### src/rtl/neuron_mac_relu.sv
// Single neuron: sequential multiply-accumulate over N_INPUTS samples, bias add,
// selectable identity/ReLU/leaky-ReLU activation and signed saturation to OUT_W.
module neuron_mac_relu #(
    parameter int DATA_W   = 12,
    parameter int WEIGHT_W = 12,
    parameter int N_INPUTS = 4,
    parameter int OUT_W    = 23,
    localparam int AW      = $clog2(N_INPUTS),
    localparam int ACC_W   = DATA_W + WEIGHT_W + $clog2(N_INPUTS)
) (
    input  logic                clk,
    input  logic                rst,
    input  logic                w_we,
    input  logic [AW-1:0]       w_addr,
    input  logic [WEIGHT_W-1:0] w_data,
    input  logic                b_we,
    input  logic [ACC_W-1:0]    b_data,
    input  logic [1:0]          act_mode,
    input  logic                in_valid,
    output logic                in_ready,
    input  logic [DATA_W-1:0]   in_data,
    output logic                out_valid,
    input  logic                out_ready,
    output logic [OUT_W-1:0]    out_data,
    output logic                busy
);

    localparam int PROD_W = DATA_W + WEIGHT_W;
    localparam logic [AW-1:0] LAST_IDX = AW'(N_INPUTS - 1);

    typedef enum logic [1:0] {ST_ACCUM, ST_BIAS, ST_ACT, ST_OUT} state_t;

    state_t                     state_reg, state_next;
    logic [AW-1:0]              idx_reg, idx_next;
    logic signed [ACC_W-1:0]    acc_reg, acc_next;
    logic [OUT_W-1:0]           out_data_reg, out_data_next;
    logic                       out_valid_reg, out_valid_next;
    logic signed [ACC_W-1:0]    bias_reg;
    logic signed [WEIGHT_W-1:0] weight_reg [N_INPUTS];

    logic                       xfer;
    logic                       cfg_ok;
    logic [N_INPUTS-1:0]        w_sel;
    logic signed [PROD_W-1:0]   prod;
    logic signed [ACC_W-1:0]    prod_ext;
    logic signed [ACC_W-1:0]    act_val;
    logic [OUT_W-1:0]           sat_val;

    assign in_ready  = (state_reg == ST_ACCUM);
    assign out_valid = out_valid_reg;
    assign out_data  = out_data_reg;
    assign busy      = !((state_reg == ST_ACCUM) && (idx_reg == '0));
    assign xfer      = in_valid && in_ready;

    // Configuration is only accepted between evaluations, so weights stay frozen mid-run.
    assign cfg_ok = (state_reg == ST_ACCUM) && (idx_reg == '0) && !xfer;

    generate
        for (genvar gi = 0; gi < N_INPUTS; gi++) begin : g_wsel
            assign w_sel[gi] = cfg_ok && w_we && (w_addr == AW'(gi));
        end
    endgenerate

    assign prod     = $signed(in_data) * weight_reg[idx_reg];
    assign prod_ext = {{(ACC_W-PROD_W){prod[PROD_W-1]}}, prod};

    always_comb begin
        act_val = acc_reg;
        case (act_mode)
            2'b00:   act_val = acc_reg;
            2'b10:   act_val = acc_reg[ACC_W-1] ? (acc_reg >>> 3) : acc_reg;
            default: act_val = acc_reg[ACC_W-1] ? '0 : acc_reg;
        endcase
    end

    generate
        if (ACC_W > OUT_W) begin : g_sat
            logic [ACC_W-OUT_W:0] upper;
            assign upper = act_val[ACC_W-1:OUT_W-1];
            always_comb begin
                if ((upper == '0) || (upper == '1))
                    sat_val = act_val[OUT_W-1:0];
                else if (act_val[ACC_W-1])
                    sat_val = {1'b1, {(OUT_W-1){1'b0}}};
                else
                    sat_val = {1'b0, {(OUT_W-1){1'b1}}};
            end
        end else if (ACC_W == OUT_W) begin : g_eq
            assign sat_val = act_val;
        end else begin : g_ext
            assign sat_val = {{(OUT_W-ACC_W){act_val[ACC_W-1]}}, act_val};
        end
    endgenerate

    always_comb begin
        state_next     = state_reg;
        idx_next       = idx_reg;
        acc_next       = acc_reg;
        out_data_next  = out_data_reg;
        out_valid_next = out_valid_reg;
        case (state_reg)
            ST_ACCUM: begin
                if (xfer) begin
                    acc_next = acc_reg + prod_ext;
                    if (idx_reg == LAST_IDX) begin
                        idx_next   = '0;
                        state_next = ST_BIAS;
                    end else begin
                        idx_next = idx_reg + 1'b1;
                    end
                end
            end
            ST_BIAS: begin
                acc_next   = acc_reg + bias_reg;
                state_next = ST_ACT;
            end
            ST_ACT: begin
                out_data_next  = sat_val;
                out_valid_next = 1'b1;
                state_next     = ST_OUT;
            end
            ST_OUT: begin
                if (out_ready) begin
                    out_valid_next = 1'b0;
                    acc_next       = '0;
                    state_next     = ST_ACCUM;
                end
            end
            default: state_next = ST_ACCUM;
        endcase
    end

    always_ff @(posedge clk) begin
        if (rst) begin
            state_reg     <= ST_ACCUM;
            idx_reg       <= '0;
            acc_reg       <= '0;
            out_data_reg  <= '0;
            out_valid_reg <= 1'b0;
        end else begin
            state_reg     <= state_next;
            idx_reg       <= idx_next;
            acc_reg       <= acc_next;
            out_data_reg  <= out_data_next;
            out_valid_reg <= out_valid_next;
        end
    end

    always_ff @(posedge clk) begin
        if (rst) begin
            bias_reg <= '0;
            for (int i = 0; i < N_INPUTS; i++) weight_reg[i] <= '0;
        end else begin
            if (cfg_ok && b_we) bias_reg <= $signed(b_data);
            for (int i = 0; i < N_INPUTS; i++)
                if (w_sel[i]) weight_reg[i] <= $signed(w_data);
        end
    end

endmodule

### config.mk
export PLATFORM = sky130hd
export DESIGN_NAME = neuron_mac_relu
export DESIGN_NICKNAME = d
export VERILOG_FILES = /design/src/rtl/neuron_mac_relu.sv
export SDC_FILE = /design/constraint.sdc
export NUM_CORES = 1
export LEC_CHECK = 0
export ABC_AREA = 1
export CORE_ASPECT_RATIO = 0.9
export CORE_UTILIZATION = 30
export CTS_CLUSTER_SIZE = 12
export DETAILED_ROUTE_END_ITERATION = 7
export GPL_ROUTABILITY_DRIVEN = 0
export PLACE_DENSITY_LB_ADDON = 0.2
export SKIP_CTS_REPAIR_TIMING = 1
export SLEW_MARGIN = 40
export SYNTH_ARGS = -nofsm -noshare
export SYNTH_HDL_FRONTEND = slang
export SYNTH_SLANG_ARGS = --single-unit
### constraint.sdc
create_clock -name clk -period 6.6 [get_ports clk]
set_input_delay 1.32 -clock clk [delete_from_list [all_inputs] [get_ports clk]]
set_output_delay 1.32 -clock clk [all_outputs]
set_load 0.02 [all_outputs]
==> impl_results.md <==
- Clk_skew: 12.2 ps
- Top delay family on crit path: adder cells
- Detail Placement HPWL: 36.2 mm
- Total CTS buffers: 17
- Mapped Nets: 2282
- DRT antenna net count: 0
- GRT overflow: 0
- Die area: 0.0497 sq mm
- Filler cells: 5069
- Worst setup EP type: flip-flop
- CTS clock-pin slew for the worst setup and hold paths: 60 ps
- Wire per inst: 15.8 um
- Final period util: 95.5%
- Layout cells sized above 1: 9.79%
- Vias in the first global route: 13200
- CORE AREA: 0.0480 sq mm
- Antenna Cells: 0
- Register area: 0.00308 sq mm
- Most common cell on crit path: inv_1
- Initial antenna violation count: 0
- Max FFs per register: 48
- CP startpoint: in_data[11]
- I/O pin total: 86
- Max Cap Viol: 0
- Hold path start: bias_reg[23]
- Area of the multi-input gates: 0.00987 sq mm
- Most frequent cells in the layout: inv_1 (378), nand2_1 (377), nor2_1 (229)
- FP Rows: 76
- Initial Util: 30.5%
- # H-tree levels: 4
- Vias: 12900
- Hold/Removal Path Class: flip-flop to flip-flop
- Post-synth ARST share: 0%
- Yosys warning total: 0
- Seq cells post-synth: 130
- Via density: 4.71
- Slew @ Worst Pin: 741 ps
- Port bufs: 85
- Path type of the worst setup path: input pin to flip-flop
- Synth-to-layout area growth: 19.6%
- Chip height: 212 um
- Number of enable flip-flop cells after synthesis: 48
- First-pass GRT wire length: 70.5 mm
- CP Data Arrival Time: 6640 ps
- F_max: 0.159 GHz
- Area of the mapped netlist: 0.0147 sq mm
- Largest net degree at the start of global routing: 53
- CTS max path bufs: 2
- Clock Root Buffer: clkbuf_16
- CTS tree: done
- CP Max Fanout: 5
- Worst path bufs/invs: 8
- Part of the Yosys area used for sequential elements: 21.0%
- Distinct cells, synth: 44
- Drt first pass iters: 5
- DRT iter0 DRCs: 771
- Routed wire length: 43.1 mm
- Top FF cell, synth: dfxtp_1
- Final worst slack: 295 ps
- Unrepaired setup endpoints after global routing: false
- Dpl ws: -228 ps
- Slew Viols, Final: 0
- Avg Cell Area, Syn: 7.52 sq um
- Die width: 235 um
- GRT Util Overall: 18.1%
- Critical Path Max Stage Delay: 630 ps
- Req. time, crit path: 6940 ps
- Hold Violations, Final: 0
- Status: completed
- Min Clock Period, post-route: 6310 ps
- # clock sinks: 130
- Synth Instances: 1949
- # DRC: 0
- Worst-Skew Late Latency: 440 ps
- CP Launch Type: input pin
- Most common cell after layout, fill and taps aside: inv_1
- Slowest cell on crit path: fa_2
- Final setup viols: 0
- Slew margin rel.: 50.5%
- Final net count: 2435
[cells in the mapped netlist (5+ instances only)]
master    number  share of area (%)
inv_1        382                9.8
nand2_1      377                9.7
nor2_1       233                6.0
fa_1         172                 24
o21ai_0      119                4.1
a21oi_1      110                3.8
nand3_1      106                3.6
ha_1         101                8.6
dfxtp_1       82                 11
clkbuf_1      48                1.2
edfxtp_1      48                9.8
a21oi_2       28                1.7
nand4_1       23               0.98
o32ai_1       21                1.3
o21bai_1      12               0.61
buf_1          9               0.23
a21boi_0       7               0.36
a221oi_1       7               0.42
nor3_1         7               0.24
clkinv_1       6               0.15
a31oi_1        5               0.21
buf_6          5               0.38
xor2_1         5               0.30
[cells by family (layout without fill, tap and decap cells)]
family,after synthesis,after routing,share of synthesized area (%)
AOI/OAI and AO/OA,319,319,13.0
xor gates and xnor gates,8,8,0.478
adders and majority gates,273,273,32.1
buffers and inverters,456,622,12.0
DFF,130,130,21.0
and+or+nand+nor,763,763,21.4
[stage by stage]
| stage | instances | utilization (%) | area (sq um) | setup TNS [ps] | hold WS (ps) |
|---|---|---|---|---|---|
| 2_1_floorplan | 1949 | - | 14700 | 0 | 427 |
| 3_3_place_gp | 2707 | 35.1 | 16900 | -1770 | 446 |
| 3_5_place_dp | 2707 | 35.2 | 16900 | -1870 | 444 |
| 4_1_cts | 2739 | 36.4 | 17500 | 0 | 453 |
| 5_1_grt | 2739 | 36.5 | 17500 | 0 | 479 |
| 6_report | 2739 | 36.5 | 17500 | 0 | 449 |
[routing by layer]
| layer | global-route usage (%) | part of all wire (%) | up-vias |
|---|---|---|---|
| li1 | - | - | 6445 |
| met1 | 24.7 | 48 | 6143 |
| met2 | 30.1 | 47 | 257 |
| met3 | 2.19 | 3.2 | 52 |
| met4 | 5.13 | 2.0 | 0 |
| met5 | 0 | 0 | - |
[final timing paths]
check             slack (ps)            to  depth (start not counted)
hold / removal           450  bias_reg[23]                          2
hold reg to reg          450  bias_reg[23]                          2
setup reg to reg         720   acc_reg[17]                         27
setup / recovery         290   acc_reg[24]                         25
[final cells by class]
cell class / instances / share of cell area [%]
Timing Repair Buffer: 200 / 9.85
Multi-Input combinational cell: 1363 / 56.3
Clock inverter: 15 / 0.957
Sequential cell: 130 / 17.6
Inverter: 390 / 8.39
Tap cell: 624 / 4.45
Clock buffer: 17 / 2.43
[worst min-delay path: cells and delay by family (launching register included)]
family / cells / cell delay, ps
flops: 1 / 310
buf+inv: 1 / 50
compound gates: 1 / 50
Power is left out: the tool's default activity adds up to more than one toggle a clock period on the data nets, which glitch-free logic cannot reach.
==> variant (same settings) <==
Add an input register stage for `act_mode`, cleared by the reset; this delays it by one clock. The other inputs are not delayed to match.
--- a/src/rtl/neuron_mac_relu.sv
+++ b/src/rtl/neuron_mac_relu.sv
@@ -31,2 +31,12 @@
     typedef enum logic [1:0] {ST_ACCUM, ST_BIAS, ST_ACT, ST_OUT} state_t;
+
+    logic [1:0] act_mode_q;
+
+    always_ff @(posedge clk) begin
+        if (rst) begin
+            act_mode_q <= '0;
+        end else begin
+            act_mode_q <= act_mode;
+        end
+    end
 
@@ -68,3 +78,3 @@
         act_val = acc_reg;
-        case (act_mode)
+        case (act_mode_q)
             2'b00:   act_val = acc_reg;
Check against the original RTL: no difference found for any inputs over 4 cycles, from zero or initial values and one cycle with rst high; that may be too few to reach the edited logic, so the function may still have changed.
==> variant against the original RTL <==
- maximum frequency decreased by 0.26%
- setup slack got worse by 0.016 ns
- sequential cell count increased by 2
- highest routed layer is now met5
- critical path type unchanged
- critical path depth decreased by 1
- synthesized area increased by 0.48%
- critical endpoint is now acc_reg[22]
- routed wire length increased by 2.3%
- global-route usage increased by 0.43 points
- cell area increased by 1.2%
Power is left out: the tool's default activity adds up to more than one toggle a clock period on the data nets, which glitch-free logic cannot reach.
==> variant: results (changes against the original RTL) <==
status finished, final reports clean; post-synthesis mux area share 0% (unchanged); Vias 12.9k (+0.36%); synthesized instance count 1960 (+0.56%); Slew HR 45.7% (-4.9 points); Critical Path End acc_reg[22]; Final HPWL DP 37200 um (+2.7%); Clk pin slew, worst setup/hold paths 0.06 ns (about the same); H-tree Lvls 4 (unchanged); sequential area share after synthesis 21.2% (+0.17 points); kind of cell adding the most delay to the critical path adder cells; Reg2Reg Setup Slack 0.60 ns (-0.12 ns); Distinct cells, synth 42 (-4.5%); Initial DRT Pass Iterations 5 (unchanged); CTS Buffer Depth 2 (unchanged); initial antenna violation count 1 (+1); XOR/XNOR Fraction of Synth Area 0.297% (-0.18 points); top cells by area, synth fa_1 23%, dfxtp_1 11%, nand2_1 9.9%; Worst Skew 0.0126 ns (+0.000478 ns); DP Cell Count 2720 (+0.48%); Fin Hold WS 0.454 ns (+0.00535 ns); warnings from Yosys 0 (unchanged); antenna diode count 0 (unchanged); r2r endpoint acc_reg[18]; CTS buffer count 17 (unchanged); Synth Net Count 2293 (+0.48%); Critical-path top delay cell fa_1; first-pass GRT wire length 72000 um (+2.1%); Crit path largest cell delay 0.56 ns (-0.07 ns); Synth top cells by count 390 x nand2_1, 382 x inv_1, 225 x nor2_1; Arrival @ worst endpoint 6.67 ns (+0.03 ns); Endpoint, Worst Hold bias_reg[0]; Post-synth EDFFs 48 (unchanged); min-delay worst type reg2reg; HP Start bias_reg[0]; worst setup path start in_data[11]; DP Worst Slack -0.288 ns (-0.0600 ns); Final #Nets 2448 (+0.53%); Post-synth ARST share 0% (unchanged); min setup slack post-route 0.279 ns (-0.0161 ns); Starting DRT DRC Count 843 (+9.3%); crit path max fanout 9 (+4); GRT Total Usage 18.5% (+0.43 points); PortBufs 85 (unchanged); Routed WL 44100 um (+2.3%); remaining antenna violation count after routing 0 (unchanged); Synth Flop Type dfxtp_1; Layout fillers 5096 (+0.53%); share of layout cells above drive strength 1 11.0% (+1.3 points); placed inst area 0.0170 sq mm (+0.76%); largest net degree at the start of global routing 76 (+43%); clk_lat worst skew 0.46 ns (+0.02 ns); Synth Area in Compound Gates 12.8% (-0.21 points); Clock Root Buffer clkbuf_16; R2R depth 25 (-7.4%); Adder-Cell Fraction of Synth Area 32.0% (-0.15 points); Largest register FFs 48 (unchanged); routed len/inst 16.0 um (+1.8%); Hold Path Stages 2 (unchanged)
variant: cell count changes in the layout (fill, tap and decap cells not counted), sizes merged, moves of 4 or more:
cell      delta
nor2         -8
clkinvlp     -4
clkbuf       +5
nand2       +12
nand3       +14
or2          +5
o21ai        -7
o21bai       -4
buf          +4
nand4        -5
variant: cell families (layout without fill, tap and decap cells):
logic type,Yosys count,count (layout)
AOI/OAI and AO/OA,309,309
and+or+nand+nor,784,784
buffers and inverters,457,625
xor gates and xnor gates,5,5
adders and majority gates,273,273
DFF,132,132
variant: cell type report:
cell class,instances,area [sq um],share of cell area (%)
repair buffers,203,1770,10.0
clock inverters,10,119,0.670
inverters,390,1460,8.26
well taps,624,781,4.40
flip-flops and latches,132,3120,17.6
clock buffers,22,497,2.80
multi-input cells,1371,9970,56.2
variant: layer usage:
layer  global-route usage [%]  part of all wire [%]  up-vias
li1                         -                     -     6479
met1                     26.0                    49     6197
met2                     29.9                    45      241
met3                     2.56                   3.9       24
met4                     4.71                   1.5        2
met5                        0                 0.016        -
